`config.mk`:
```
export PLATFORM = sky130hd
export DESIGN_NAME = mmmu_rvtu_rr_arb_flat
export DESIGN_NICKNAME = d
export VERILOG_FILES = /design/src/rtl/mmmu_rvtu_rr_arb_pkg.sv /design/src/rtl/mmmu_rvtu_rr_arb_if.sv /design/src/rtl/mmmu_rvtu_rr_arb_tag_fifo.sv /design/src/rtl/mmmu_rvtu_rr_arb.sv /design/src/flat_wrapper.sv
export SDC_FILE = /design/constraint.sdc
export NUM_CORES = 1
export LEC_CHECK = 0
export ABC_AREA = 1
export CAP_MARGIN = 5
export CORE_ASPECT_RATIO = 0.7
export CORE_MARGIN = 2
export CORE_UTILIZATION = 25
export CTS_CLUSTER_DIAMETER = 40
export CTS_CLUSTER_SIZE = 30
export DETAILED_ROUTE_END_ITERATION = 10
export PLACE_DENSITY = 0.71
export SYNTH_ARGS = -nofsm -noshare
export SYNTH_HDL_FRONTEND = slang
export SYNTH_SLANG_ARGS = --single-unit
```
`constraint.sdc`:
```
create_clock -name clk -period 2.2 [get_ports clk]
set_input_delay 0.55 -clock clk [delete_from_list [all_inputs] [get_ports clk]]
set_output_delay 0.55 -clock clk [all_outputs]
set_load 0.02 [all_outputs]
```
`src/rtl/mmmu_rvtu_rr_arb_pkg.sv`:
```
// Shared types for the RVTU round-robin arbiter: FSM state encoding and requester ID width.
package mmmu_types;

    typedef enum logic [1:0] {
        ARB_IDLE,
        ARB_REQ,
        ARB_WB
    } arb_state_t;

    localparam int NUM_RVTU_PAIRS = 4;

    typedef logic [$clog2(NUM_RVTU_PAIRS)-1:0] rvtu_id_t;

endpackage

```
`src/rtl/mmmu_rvtu_rr_arb_if.sv`:
```
// Requester-side and arbiter-port-side signal bundle for mmmu_rvtu_rr_arb.
interface mmmu_rvtu_rr_arb_if #(
    parameter int NUM_PAIRS = 4
);
    logic [NUM_PAIRS-1:0]        req_read;
    logic [NUM_PAIRS-1:0]        req_write;
    logic [NUM_PAIRS-1:0][31:0]  req_addr;
    logic [NUM_PAIRS-1:0][31:0]  req_wdata;
    logic [NUM_PAIRS-1:0]        req_ack;
    logic [NUM_PAIRS-1:0]        req_wb_done;
    logic [NUM_PAIRS-1:0]        req_rdata_vld;
    logic [31:0]                 req_rdata;
    logic                        dfp_read;
    logic                        dfp_write;
    logic [31:0]                 dfp_addr;
    logic [31:0]                 dfp_wdata;
    logic                        dfp_ack;
    logic                        wb_fin;
    logic                        rd_resp_vld;
    logic [31:0]                 rd_resp_data;
    logic                        rd_resp_last;
    logic                        err_orphan_resp;

    // The arbiter itself is the slave; requesters plus the arbiter port form the master side.
    modport slave (
        input  req_read, req_write, req_addr, req_wdata,
        input  dfp_ack, wb_fin, rd_resp_vld, rd_resp_data, rd_resp_last,
        output req_ack, req_wb_done, req_rdata_vld, req_rdata,
        output dfp_read, dfp_write, dfp_addr, dfp_wdata, err_orphan_resp
    );

    modport master (
        output req_read, req_write, req_addr, req_wdata,
        output dfp_ack, wb_fin, rd_resp_vld, rd_resp_data, rd_resp_last,
        input  req_ack, req_wb_done, req_rdata_vld, req_rdata,
        input  dfp_read, dfp_write, dfp_addr, dfp_wdata, err_orphan_resp
    );
endinterface

```
`src/rtl/mmmu_rvtu_rr_arb_tag_fifo.sv`:
```
// In-order FIFO of requester IDs for outstanding reads; pointers carry an extra wrap bit.
module mmmu_tag_fifo #(
    parameter int DEPTH = 4,
    parameter int W     = 2
) (
    input  logic         clk,
    input  logic         rst,
    input  logic         push,
    input  logic         pop,
    input  logic [W-1:0] din,
    output logic [W-1:0] dout,
    output logic         empty,
    output logic         full
);
    localparam int AW = $clog2(DEPTH);

    logic [AW:0]             wr_ptr_q, wr_ptr_d;
    logic [AW:0]             rd_ptr_q, rd_ptr_d;
    logic [DEPTH-1:0][W-1:0] mem_q, mem_d;

    always_comb begin
        wr_ptr_d = wr_ptr_q;
        rd_ptr_d = rd_ptr_q;
        mem_d    = mem_q;
        if (push) begin
            mem_d[wr_ptr_q[AW-1:0]] = din;
            wr_ptr_d                = wr_ptr_q + (AW+1)'(1);
        end
        if (pop) begin
            rd_ptr_d = rd_ptr_q + (AW+1)'(1);
        end
    end

    always_ff @(posedge clk) begin
        if (rst) begin
            wr_ptr_q <= '0;
            rd_ptr_q <= '0;
            mem_q    <= '0;
        end else begin
            wr_ptr_q <= wr_ptr_d;
            rd_ptr_q <= rd_ptr_d;
            mem_q    <= mem_d;
        end
    end

    assign dout  = mem_q[rd_ptr_q[AW-1:0]];
    assign empty = (wr_ptr_q == rd_ptr_q);
    assign full  = (wr_ptr_q[AW] != rd_ptr_q[AW]) && (wr_ptr_q[AW-1:0] == rd_ptr_q[AW-1:0]);

endmodule

```
`src/rtl/mmmu_rvtu_rr_arb.sv`:
```
// Round-robin scheduler sharing one RVTU-pair port among NUM_PAIRS requesters,
// with in-order tag tracking so read-response beats return to their issuer.
module mmmu_rvtu_rr_arb
    import mmmu_types::*;
#(
    parameter int NUM_PAIRS = NUM_RVTU_PAIRS,
    parameter int TAG_DEPTH = 4
) (
    input logic               clk,
    input logic               rst,
    mmmu_rvtu_rr_arb_if.slave bus
);
    localparam int IDW = $clog2(NUM_PAIRS);

    arb_state_t          state_q, state_d;
    logic [IDW-1:0]      owner_q, owner_d;
    logic [IDW-1:0]      rr_ptr_q, rr_ptr_d;
    logic                is_wr_q, is_wr_d;
    logic [31:0]         addr_q, addr_d;
    logic                err_q, err_d;

    logic [NUM_PAIRS-1:0] eligible;
    logic                 found;
    logic [IDW-1:0]       sel;
    logic [IDW-1:0]       cand;
    logic [NUM_PAIRS-1:0] ack_vec;
    logic [NUM_PAIRS-1:0] done_vec;
    logic [31:0]          wdata_o;
    logic                 push;
    logic                 pop;
    logic                 fifo_empty;
    logic                 fifo_full;
    logic [IDW-1:0]       head;

    // Reads are masked while the tag FIFO is full so a push can never overflow it.
    assign eligible = bus.req_write | (bus.req_read & {NUM_PAIRS{~fifo_full}});

    always_comb begin
        found = 1'b0;
        sel   = '0;
        cand  = '0;
        for (int k = 0; k < NUM_PAIRS; k++) begin
            cand = rr_ptr_q + IDW'(k);
            if (!found && eligible[cand]) begin
                found = 1'b1;
                sel   = cand;
            end
        end
    end

    always_comb begin
        state_d  = state_q;
        owner_d  = owner_q;
        is_wr_d  = is_wr_q;
        addr_d   = addr_q;
        rr_ptr_d = rr_ptr_q;
        ack_vec  = '0;
        done_vec = '0;
        wdata_o  = '0;
        push     = 1'b0;
        unique case (state_q)
            ARB_IDLE: begin
                if (found) begin
                    owner_d = sel;
                    addr_d  = bus.req_addr[sel];
                    is_wr_d = bus.req_write[sel];
                    state_d = ARB_REQ;
                end
            end
            ARB_REQ: begin
                if (bus.dfp_ack) begin
                    ack_vec[owner_q] = 1'b1;
                    rr_ptr_d         = owner_q + IDW'(1);
                    if (is_wr_q) begin
                        state_d = ARB_WB;
                    end else begin
                        push    = 1'b1;
                        state_d = ARB_IDLE;
                    end
                end
            end
            ARB_WB: begin
                wdata_o = bus.req_wdata[owner_q];
                if (bus.wb_fin) begin
                    done_vec[owner_q] = 1'b1;
                    state_d           = ARB_IDLE;
                end
            end
            default: state_d = ARB_IDLE;
        endcase
    end

    assign pop   = bus.rd_resp_vld && bus.rd_resp_last && !fifo_empty;
    assign err_d = err_q | (bus.rd_resp_vld & fifo_empty);

    always_ff @(posedge clk) begin
        if (rst) begin
            state_q  <= ARB_IDLE;
            owner_q  <= '0;
            rr_ptr_q <= '0;
            is_wr_q  <= 1'b0;
            addr_q   <= '0;
            err_q    <= 1'b0;
        end else begin
            state_q  <= state_d;
            owner_q  <= owner_d;
            rr_ptr_q <= rr_ptr_d;
            is_wr_q  <= is_wr_d;
            addr_q   <= addr_d;
            err_q    <= err_d;
        end
    end

    mmmu_tag_fifo #(
        .DEPTH (TAG_DEPTH),
        .W     (IDW)
    ) u_tag_fifo (
        .clk   (clk),
        .rst   (rst),
        .push  (push),
        .pop   (pop),
        .din   (owner_q),
        .dout  (head),
        .empty (fifo_empty),
        .full  (fifo_full)
    );

    // A reset abandons the in-flight transaction, so the handshake pulses are suppressed too.
    assign bus.req_ack         = rst ? '0 : ack_vec;
    assign bus.req_wb_done     = rst ? '0 : done_vec;
    assign bus.req_rdata_vld   = (bus.rd_resp_vld && !fifo_empty)
                                 ? ({{(NUM_PAIRS-1){1'b0}}, 1'b1} << head) : '0;
    assign bus.req_rdata       = bus.rd_resp_data;
    assign bus.dfp_read        = (state_q == ARB_REQ) && !is_wr_q;
    assign bus.dfp_write       = (state_q == ARB_REQ) && is_wr_q;
    assign bus.dfp_addr        = addr_q;
    assign bus.dfp_wdata       = wdata_o;
    assign bus.err_orphan_resp = err_q;

endmodule
```
`src/flat_wrapper.sv`:
```
// flat-port wrapper written by rule: the top's interface ports become plain ports
module mmmu_rvtu_rr_arb_flat import mmmu_types::*;
#(
    parameter int NUM_PAIRS = NUM_RVTU_PAIRS,
    parameter int TAG_DEPTH = 4
)
  (clk, rst, bus_req_read, bus_req_write, bus_req_addr, bus_req_wdata, bus_dfp_ack, bus_wb_fin, bus_rd_resp_vld, bus_rd_resp_data, bus_rd_resp_last, bus_req_ack, bus_req_wb_done, bus_req_rdata_vld, bus_req_rdata, bus_dfp_read, bus_dfp_write, bus_dfp_addr, bus_dfp_wdata, bus_err_orphan_resp);
  mmmu_rvtu_rr_arb_if #(.NUM_PAIRS(NUM_PAIRS)) bus_i ();
  input logic clk;
  input logic rst;
  input wire logic [$bits(bus_i.req_read)-1:0] bus_req_read;
  input wire logic [$bits(bus_i.req_write)-1:0] bus_req_write;
  input wire logic [$bits(bus_i.req_addr)-1:0] bus_req_addr;
  input wire logic [$bits(bus_i.req_wdata)-1:0] bus_req_wdata;
  input wire logic [$bits(bus_i.dfp_ack)-1:0] bus_dfp_ack;
  input wire logic [$bits(bus_i.wb_fin)-1:0] bus_wb_fin;
  input wire logic [$bits(bus_i.rd_resp_vld)-1:0] bus_rd_resp_vld;
  input wire logic [$bits(bus_i.rd_resp_data)-1:0] bus_rd_resp_data;
  input wire logic [$bits(bus_i.rd_resp_last)-1:0] bus_rd_resp_last;
  output wire logic [$bits(bus_i.req_ack)-1:0] bus_req_ack;
  output wire logic [$bits(bus_i.req_wb_done)-1:0] bus_req_wb_done;
  output wire logic [$bits(bus_i.req_rdata_vld)-1:0] bus_req_rdata_vld;
  output wire logic [$bits(bus_i.req_rdata)-1:0] bus_req_rdata;
  output wire logic [$bits(bus_i.dfp_read)-1:0] bus_dfp_read;
  output wire logic [$bits(bus_i.dfp_write)-1:0] bus_dfp_write;
  output wire logic [$bits(bus_i.dfp_addr)-1:0] bus_dfp_addr;
  output wire logic [$bits(bus_i.dfp_wdata)-1:0] bus_dfp_wdata;
  output wire logic [$bits(bus_i.err_orphan_resp)-1:0] bus_err_orphan_resp;
  assign bus_i.req_read = bus_req_read;
  assign bus_i.req_write = bus_req_write;
  assign bus_i.req_addr = bus_req_addr;
  assign bus_i.req_wdata = bus_req_wdata;
  assign bus_i.dfp_ack = bus_dfp_ack;
  assign bus_i.wb_fin = bus_wb_fin;
  assign bus_i.rd_resp_vld = bus_rd_resp_vld;
  assign bus_i.rd_resp_data = bus_rd_resp_data;
  assign bus_i.rd_resp_last = bus_rd_resp_last;
  assign bus_req_ack = bus_i.req_ack;
  assign bus_req_wb_done = bus_i.req_wb_done;
  assign bus_req_rdata_vld = bus_i.req_rdata_vld;
  assign bus_req_rdata = bus_i.req_rdata;
  assign bus_dfp_read = bus_i.dfp_read;
  assign bus_dfp_write = bus_i.dfp_write;
  assign bus_dfp_addr = bus_i.dfp_addr;
  assign bus_dfp_wdata = bus_i.dfp_wdata;
  assign bus_err_orphan_resp = bus_i.err_orphan_resp;
  mmmu_rvtu_rr_arb #(.NUM_PAIRS(NUM_PAIRS), .TAG_DEPTH(TAG_DEPTH)) u_core (.clk(clk), .rst(rst), .bus(bus_i));
endmodule
```
### Word-level counts from Yosys, hierarchy flattened

Index checks and enable logic that the tools add are counted.

* add/sub/neg operators: 6
* magnitude comparators: 10
* eq/ne operators: 8
* shift-type cells: 1
* multiplexer cells: 45
* bitwise logic cells: 5
* reduce and logical (&&, ||, !) cells: 20

Operators with widths (count)
* binary-select mux 32 bit (select 2 bit): 2
* two-way mux 32 bit: 3
* two-way mux 4 bit: 7
* less-than comparator 2 x 3 -> 1 bit (second input constant): 8
* two-way mux 2 bit: 10
* two-way mux 1 bit: 13
* logical AND 1 bit: 11
* binary-select mux 1 bit (select 2 bit): 5
* bitwise mux 8 bit: 1
* adder 3 x 1 -> 3 bit (second input constant): 2
* case mux 2 bit (3 select lines): 1
* logical NOT 1 bit: 5
* adder 2 x 1 -> 2 bit (second input constant): 2
* adder 2 bit (second input constant): 2
* AND 4 bit: 1
* binary-select mux 2 bit (select 2 bit): 1
* demux 2 bit (select 2 bit): 1
* >= comparator 2 x 1 -> 1 bit (second input constant): 2
* inequality test 2 bit (second input constant): 2
* OR 4 bit: 1
* AND reduction 2 bit: 2
* left shift 1 x 2 -> 4 bit (first input constant): 1
* == test 3 bit: 1
* AND reduction 3 bit: 1
* other kinds (10): 10

* register bits after elaboration: 54
* input bits: 302
* output and inout bits: 111
* word-level logic and storage cells: 107

### Longest topological paths before layout

Gate-level depths: netlist of the first run.

* depth after elaboration: 19
* mapped depth: 21
* depth with buffers taken out: 19

### Modules after synthesis

A second synthesis of the first run with hierarchy kept.

* cells, all modules: 1025
* area, all modules: 5577.8 µm²

By module, submodules not included
* mmmu_rvtu_rr_arb: times used 1, cells an instance 920, area each 4847.1 µm², sequential area each 800.8 µm²
* mmmu_tag_fifo: times used 1, cells an instance 105, area each 730.7 µm², sequential area each 280.3 µm²

### Least setup slack after synthesis of the first run

OpenSTA, ideal clock, no wires.

* path type: reg-to-output
* start point: register u_core.owner_q[0]
* end point: output bus_req_ack[0]
* arrival time: 1767 ps
* required time: 1650 ps
* path slack: -117 ps
* cell stages (with the launch flop): 8
* buffers on the path: 3
* path through: dfxtp_1 clkbuf_1 inv_1 clkbuf_1 clkbuf_1 ha_1 inv_1 nor3_1

* cells in the longest elaborated chain, start to end: 7
* elaborated cells on any way between the ends: 8
* classes of those cells: order compare: 2; mux: 5; reduce/logical: 1

RTL lines
* from (decl): RTL line mmmu_rvtu_rr_arb.sv:16 `logic [IDW-1:0] owner_q, owner_d;`
* from (signal assigned): RTL line mmmu_rvtu_rr_arb.sv:106 `owner_q <= owner_d;`
* less-than comparator 2 x 3 -> 1 bit (implied by the code) or >= comparator 2 x 1 -> 1 bit (tied branches): RTL line mmmu_rvtu_rr_arb.sv:72 `ack_vec[owner_q] = 1'b1;`
* logical AND 1 bit (implied by the code): RTL line mmmu_rvtu_rr_arb.sv:72
* two-way mux 1 bit (implied by the code): RTL line mmmu_rvtu_rr_arb.sv:72
* demux 1 bit (select 2 bit) *
* two-way mux 4 bit *: RTL line mmmu_rvtu_rr_arb.sv:71 `if (bus.dfp_ack) begin`
* two-way mux 4 bit *: RTL line mmmu_rvtu_rr_arb.sv:61 `unique case (state_q)`
* two-way mux 4 bit *: RTL line mmmu_rvtu_rr_arb.sv:129 `assign bus.req_ack = rst ? '0 : ack_vec;`
* to (decl): RTL line flat_wrapper.sv:20 `output wire logic [$bits(bus_i.req_ack)-1:0] bus_req_ack;`

Every way passes the cells marked *; elsewhere a longest branch is shown, timed or not.

### Final worst setup path of the first run

* start point: input bus_req_write[3]
* end point: register u_core.addr_q[30] (netlist: u_core.bus.dfp_addr[30])

* cells in the longest elaborated chain, start to end: 15
* elaborated cells on any way between the ends: 26
* classes of those cells: mux: 18; bitwise: 1; reduce/logical: 7

RTL lines
* from (decl): RTL line flat_wrapper.sv:12 `input wire logic [$bits(bus_i.req_write)-1:0] bus_req_write;`
* OR 4 bit *: RTL line mmmu_rvtu_rr_arb.sv:36 `assign eligible = bus.req_write | (bus.req_read & {NUM_PAIRS{~fifo_full}});`
* binary-select mux 1 bit (select 2 bit): RTL line mmmu_rvtu_rr_arb.sv:44 `if (!found && eligible[cand]) begin`
* two-way mux 1 bit (implied by the code): RTL line mmmu_rvtu_rr_arb.sv:44
* two-way mux 1 bit: RTL line mmmu_rvtu_rr_arb.sv:44
* logical NOT 1 bit: RTL line mmmu_rvtu_rr_arb.sv:44
* logical AND 1 bit: RTL line mmmu_rvtu_rr_arb.sv:44
* two-way mux 1 bit: RTL line mmmu_rvtu_rr_arb.sv:44
* logical NOT 1 bit: RTL line mmmu_rvtu_rr_arb.sv:44
* logical AND 1 bit: RTL line mmmu_rvtu_rr_arb.sv:44
* two-way mux 1 bit: RTL line mmmu_rvtu_rr_arb.sv:44
* logical NOT 1 bit: RTL line mmmu_rvtu_rr_arb.sv:44
* logical AND 1 bit: RTL line mmmu_rvtu_rr_arb.sv:44
* two-way mux 2 bit: RTL line mmmu_rvtu_rr_arb.sv:44
* binary-select mux 32 bit (select 2 bit): RTL line mmmu_rvtu_rr_arb.sv:65 `addr_d = bus.req_addr[sel];`
* two-way mux 32 bit (implied by the code): RTL line mmmu_rvtu_rr_arb.sv:65
* to (signal assigned): RTL line mmmu_rvtu_rr_arb.sv:109 `addr_q <= addr_d;`
* to (decl): RTL line mmmu_rvtu_rr_arb.sv:19 `logic [31:0] addr_q, addr_d;`

Every way passes the cells marked *; elsewhere a longest branch is shown, timed or not. The select of a mux whose other input is x is not followed.
A chain may end at the register's enable or synchronous reset.

==> impl_metrics.tcl, run 1 <==
set metrics [dict create \
    outcome "finished with violations" \
    violations "setup timing" \
    worstSetupPathType "in -> reg" \
    drt-vias-per-instance 4.65 \
    start_util_pct 25.7 \
    max-vdd-ir-drop_mv 0.351 \
    min_delay_worst_endpoint "u_core.u_tag_fifo.mem_q[0]$_SDFFE_PP0P_" \
    place_area_sq_um 9650 \
    rrSetupSlack_ps -190 \
    clock_skew_ps 14.0 \
    synthDistinctLibCells 28 \
    worst_pin_slew_ps 550 \
    worstHoldPathType "reg -> reg" \
    period_needed_ps 2410 \
    hold_viol_final 0 \
    crit_path_start_kind "input port" \
    cts_tree "done" \
    numCtsBuffers 5 \
    synth-edff-count 0 \
    fin_ws_ps -206 \
    ctsHoldBuffers 0 \
    min_period_over_period_pct 109 \
    drc_errors 0 \
    grt_overflow 0 \
    dp_hpwl_microns 18900 \
    wl_microns 28200 \
    grt_setup_unrepaired "yes" \
    synth_common_cells "nor2_1 (211), inv_1 (195), nand3_1 (191), nand2_1 (140), o21ai_0 (76)" \
    hold_start "u_core.u_tag_fifo.mem_q[0]$_SDFFE_PP0P_" \
    routedWlPerCell_microns 16.4 \
    r2r-start "u_core.u_tag_fifo.rd_ptr_q[0]$_SDFFE_PP0P_" \
    vias 7974 \
    path_clk_slew_ps 90 \
    ys_ff_latch 54 \
    end_kind "flop" \
    holdPathStages 2 \
    reg2reg_depth 17 \
    antenna_found_initial 0 \
    synth_area_leaders "dfxtp_1 (19%), nand3_1 (17%), nor2_1 (14%), inv_1 (13%), nand2_1 (9.4%)" \
    synth.avg_cell_area_sq_um 5.31 \
    power_leakage_nw 5.40 \
    syn_to_final_growth_pct 99.4 \
    synth_top_area_share_pct 19.3 \
    clk_latency_ps 300 \
    synth_area_sq_um 5610 \
    core_area_sq_um 21800 \
    cp.arrival_ps 2610 \
    drive_above_1_share_pct 22.8 \
    synth_top_area_cell "dfxtp_1" \
    synth_ff_type "dfxtp_1" \
    rr_endpoint "u_core.bus.dfp_addr[30]$_SDFFE_PP0P_" \
    drv_cap 0 \
    seq_area_frac_synth_pct 19.3 \
    h-tree-depth 2 \
    async_reset_ff_share_pct 0 \
    num_rows 45 \
    slew_headroom_pct 63.4 \
    grt_max_degree 48 \
    io_pins 413 \
    synth_nets 1367 \
    grt_pass1_vias 7203 \
    power_mw 6.28 \
    gp_congestion 0.893 \
    clockBufferDepth 2 \
    clockRootBuffer "clkbuf_16" \
    synth_warnings 0 \
    first_pass_iters 5 \
    setup_violations 41 \
    die_w_microns 183 \
    crit_path_start "bus_req_write[3]" \
    final_area_sq_um 11200 \
    crit_fanout 5 \
    ant_nets 0 \
    fp.dieH_microns 129 \
    io_buffers 348 \
    fin_nets 1741 \
    syn_inst 1056 \
    p_per_area_nw_per_um2 561 \
    yosysMostFrequentCell "nor2_1" \
    grtUsageTotal_pct 20.8 \
    grt_pass1_wl_microns 38800 \
    max_freq_mhz 416 \
    cts_sinks 54 \
    dieArea_sq_um 23700 \
    slew_viol_final 0 \
    initialDrtViolationCount 445 \
    required_ps 2400 \
    diodes 0 \
]
[flip-flops by register name, summed over array words and instances, names as in the netlist]
register,count
u_core.owner_q,2
u_core.bus.dfp_addr,32
u_core.rr_ptr_q,2
u_core.u_tag_fifo.wr_ptr_q,3
u_core.is_wr_q,1
u_core.state_q,2
u_core.u_tag_fifo.mem_q,8
u_core.bus.err_orphan_resp,1
u_core.u_tag_fifo.rd_ptr_q,3
[area by class of cell]
cell class                 count  area [sq um]
clock inverter                 3          28.8
timing repair buffer         467          4910
sequential                    54          1100
multi-input combinational    704          3920
tap                          282           353
fill                        2139         10700
inverter                     198           757
clock buffer                   5           125
[critical path: stages]
cell and delay, ps:
clkdlybuf4s50_1 400, inv_1 240, nand3_4 140, nand3_4 110
nand2_2 70, nor2_4 140, buf_4 130, nand2_1 60
nand3_2 90, nand2_4 90, buf_4 160, clkbuf_16 150
nand3_1 80, nand3_1 80, nand2_1 80, inv_1 30
[how the worst max path moves through the flow]
stage	to	cells after the start
after detailed placement	bus_req_ack[3]	4
after floorplan	bus_req_ack[0]	7
after global routing	u_core.bus.dfp_addr[4]$_SDFFE_PP0P_	17
after global placement	bus_req_ack[3]	4
after CTS	u_core.bus.dfp_addr[4]$_SDFFE_PP0P_	17
final	u_core.bus.dfp_addr[30]$_SDFFE_PP0P_	16
[metrics by stage]
step / setup TNS [ps] / hold WS [ps] / std cells / setup slack, ps / utilization [%]
after floorplan: -468 / 430 / 1056 / -117 / -
after global placement: -29010 / 447 / 1661 / -584 / 44.2
after detailed placement: -31960 / 453 / 1661 / -549 / 44.2
after CTS: -2680 / 465 / 1684 / -105 / 46.4
after global routing: -12390 / 481 / 1713 / -352 / 51.2
final: -6250 / 468 / 1713 / -206 / 51.2
[power breakdown]
part / leakage, nW / internal [mW] / switching, mW
registers: 0.450 / 1.13 / 0.104
clock network: 0.0759 / 0.437 / 0.424
logic: 4.88 / 2.10 / 2.08
[routing by layer]
metal | track usage [%] | share of wire, %
met1 | 28.8 | 45
met2 | 32.7 | 46
met3 | 6.21 | 8.5
met4 | 2.45 | 0.54
met5 | 0 | 0
[cells in the final DEF (no fill, tap or decap), drive strengths merged]
cell type	n
nor3	9
xnor2	2
o21ai	76
nand3	192
bufbuf	2
nor2	212
inv	198
o21a	2
ha	9
dlymetal6s2s	1
clkinvlp	1
dfxtp	54
clkdlybuf4s50	298
a21oi	50
dlygate4sd2	4
a31oi	1
o22ai	2
nor3b	2
clkinv	2
a32oi	1
nand4	1
nand2	144
buf	151
or2	1
clkbuf	16
[logic make-up after synthesis]
| group | Yosys count | synth area share, % |
|---|---|---|
| xor+xnor | 2 | 0.647 |
| buf+inv | 298 | 23.5 |
| flops | 54 | 19.3 |
| simple gates | 561 | 42.5 |
| fa+ha+maj | 9 | 2.01 |
| compound gates | 132 | 12.0 |
[what timing repair did]
action	4_1_cts	5_1_grt
hold endpoints to repair	0	0
pin swaps	13	78
gates cloned	8	11
resized for setup	252	237
buffers inserted	7	20
endpoints found under the setup margin	82	76
(Power assumes the default switching activity.)
==> inputs of run 2 (changes only) <==
- clock period: 2.2 -> 2.1 ns (I/O delays scaled with it)
==> run 2 against run 1 <==
The run still ends with setup timing left. Clock power rose by 5.2%. Sequential power up 5%. Worst setup slack lost 44 ps. Critical path type is now reg -> reg. Critical endpoint is now u_core.bus.dfp_addr[7]$_SDFFE_PP0P_.
==> impl_metrics.tcl, run 2 (synthesis gave the netlist of run 1 again) <==
set metrics [dict create \
    cp.arrival_ps 2550 \
    final_util_pct 54.4 \
    worst_pin_slew_ps 396 \
    io_buffers 348 \
    p_per_area_nw_per_um2 582 \
    dieArea_sq_um 23700 \
    grt_max_degree 47 \
    clk_latency_ps 310 \
    numCtsBuffers 5 \
    fp.dieH_microns 129 \
    fin_nets 1748 \
    diodes 0 \
    slew_headroom_pct 73.6 \
    p_clk_share_pct 13.1 \
    p_sw_share_pct 42.9 \
    start_util_pct 25.7 \
    max-vdd-ir-drop_mv 0.368 \
    initialDrtViolationCount 611 \
    dp_hpwl_microns 19500 \
    drt-vias-per-instance 4.77 \
    clockRootBuffer "clkbuf_16" \
    slew_viol_final 0 \
    pre_cts_ws_ps -558 \
    grt_pass1_wl_microns 40200 \
    place_area_sq_um 9700 \
    routedWlPerCell_microns 17.5 \
    p_int_mw 3.95 \
    cts_sinks 54 \
    gp_congestion 0.865 \
    worstSetupPathType "reg -> reg" \
    syn_to_final_growth_pct 112 \
    power_leakage_nw 5.59 \
    drive_above_1_share_pct 28.9 \
    crit_path_start_kind "flop" \
    seqPwrFrac_pct 18.8 \
    fin_tns_setup_ps -9110 \
    ctsHoldBuffers 0 \
    crit_fanout 6 \
    wl_microns 30100 \
    h-tree-depth 2 \
    max_freq_mhz 425 \
    cts_tree "done" \
    violations "setup timing" \
    power_switching_mw 2.97 \
    p_comb_share_pct 68.1 \
    end_kind "flop" \
    required_ps 2300 \
    core_area_sq_um 21800 \
    largest_reg_flops 32 \
    final_common_cell "clkdlybuf4s50_1" \
    most-common-layout-cells "clkdlybuf4s50_1 (296), inv_1 (183), nor2_1 (153), nand3_1 (135), nand2_1 (112)" \
    num_rows 45 \
    ant_nets 0 \
    drc_errors 0 \
    fin_ws_ps -250 \
    hold_viol_final 0 \
    antenna_found_initial 0 \
    grt_setup_unrepaired "yes" \
    final_area_sq_um 11900 \
    grt_overflow 0 \
    die_w_microns 183 \
    setup_violations 62 \
    outcome "finished with violations" \
    path_clk_slew_ps 90 \
    first_pass_iters 5 \
    grtUsageTotal_pct 21.5 \
    vias 8211 \
    period_needed_ps 2350 \
    worstHoldPathType "reg -> reg" \
    min_period_over_period_pct 112 \
    clock_skew_ps 15.5 \
    drv_cap 0 \
    grt_pass1_vias 7268 \
    io_pins 413 \
    clockBufferDepth 2 \
]
==> run 2: per-layer routing <==
metal	global-route usage, %	part of all wire [%]	wire length [microns]	vias up
li1	-	-	-	4010
met4	3.29	1.2	357	0
met2	33.3	46	13700	356
met3	5.93	8.4	2540	31
met5	0	0	0	-
met1	30.3	45	13400	3814
==> run 2: path summary, 6_finish.rpt <==
| kind | from | endpoint | slack [ps] | cells after the start |
|---|---|---|---|---|
| worst min-delay path | u_core.bus.err_orphan_resp$_SDFF_PP0_ | u_core.bus.err_orphan_resp$_SDFF_PP0_ | 480 | 1 |
| worst max register to register | u_core.u_tag_fifo.rd_ptr_q[0]$_SDFFE_PP0P_ | u_core.bus.dfp_addr[7]$_SDFFE_PP0P_ | -250 | 17 |
| worst min register to register | u_core.bus.err_orphan_resp$_SDFF_PP0_ | u_core.bus.err_orphan_resp$_SDFF_PP0_ | 480 | 1 |
| worst max-delay path | u_core.u_tag_fifo.rd_ptr_q[0]$_SDFFE_PP0P_ | u_core.bus.dfp_addr[7]$_SDFFE_PP0P_ | -250 | 17 |
==> run 2: worst max-delay path: stages (launching register included) <==
cell and delay [ps]:
dfxtp_4 370, xnor2_4 190, nand3_4 160, nand2_4 150
nand3_4 120, nand3_4 120, nand2_4 70, nor2_4 150
buf_6 130, nand2_4 40, nand3_4 100, nand2_8 90
buf_12 150, buf_12 140, nand3_2 80, nand3_1 70
nand2_1 60, inv_1 30
==> run 2: power by group through the flow <==
stage               combinational (mW)  sequential (mW)  clock (mW)
floorplan                         1.67             1.44           0
detailed placement                3.28             1.31           0
finish                            4.71             1.30       0.906
global route                      5.04             1.32       0.980
CTS                               3.81             1.30       0.927
global placement                  3.26             1.31           0
==> run 2: area by class of cell <==
class / count / area (sq um)
tap: 282 / 353
sequential: 54 / 1100
clock buffer: 5 / 125
inverter: 198 / 774
multi-input combinational: 704 / 4370
clock inverter: 3 / 28.8
timing repair buffer: 474 / 5130
fill: 2020 / 9960
==> run 2: metrics by stage <==
step / power, mW / cells / hold WS (ps)
finish: 6.92 / 1720 / 475
detailed placement: 4.59 / 1668 / 457
CTS: 6.03 / 1693 / 469
floorplan: 3.11 / 1056 / 430
global placement: 4.57 / 1668 / 446
global route: 7.34 / 1720 / 494
==> run 2: timing repair <==
item / CTS / global route
pin swaps: 33 / 119
gates cloned: 6 / 14
buffers inserted: 11 / 17
resized for setup: 361 / 315
endpoints found under the setup margin: 82 / 81
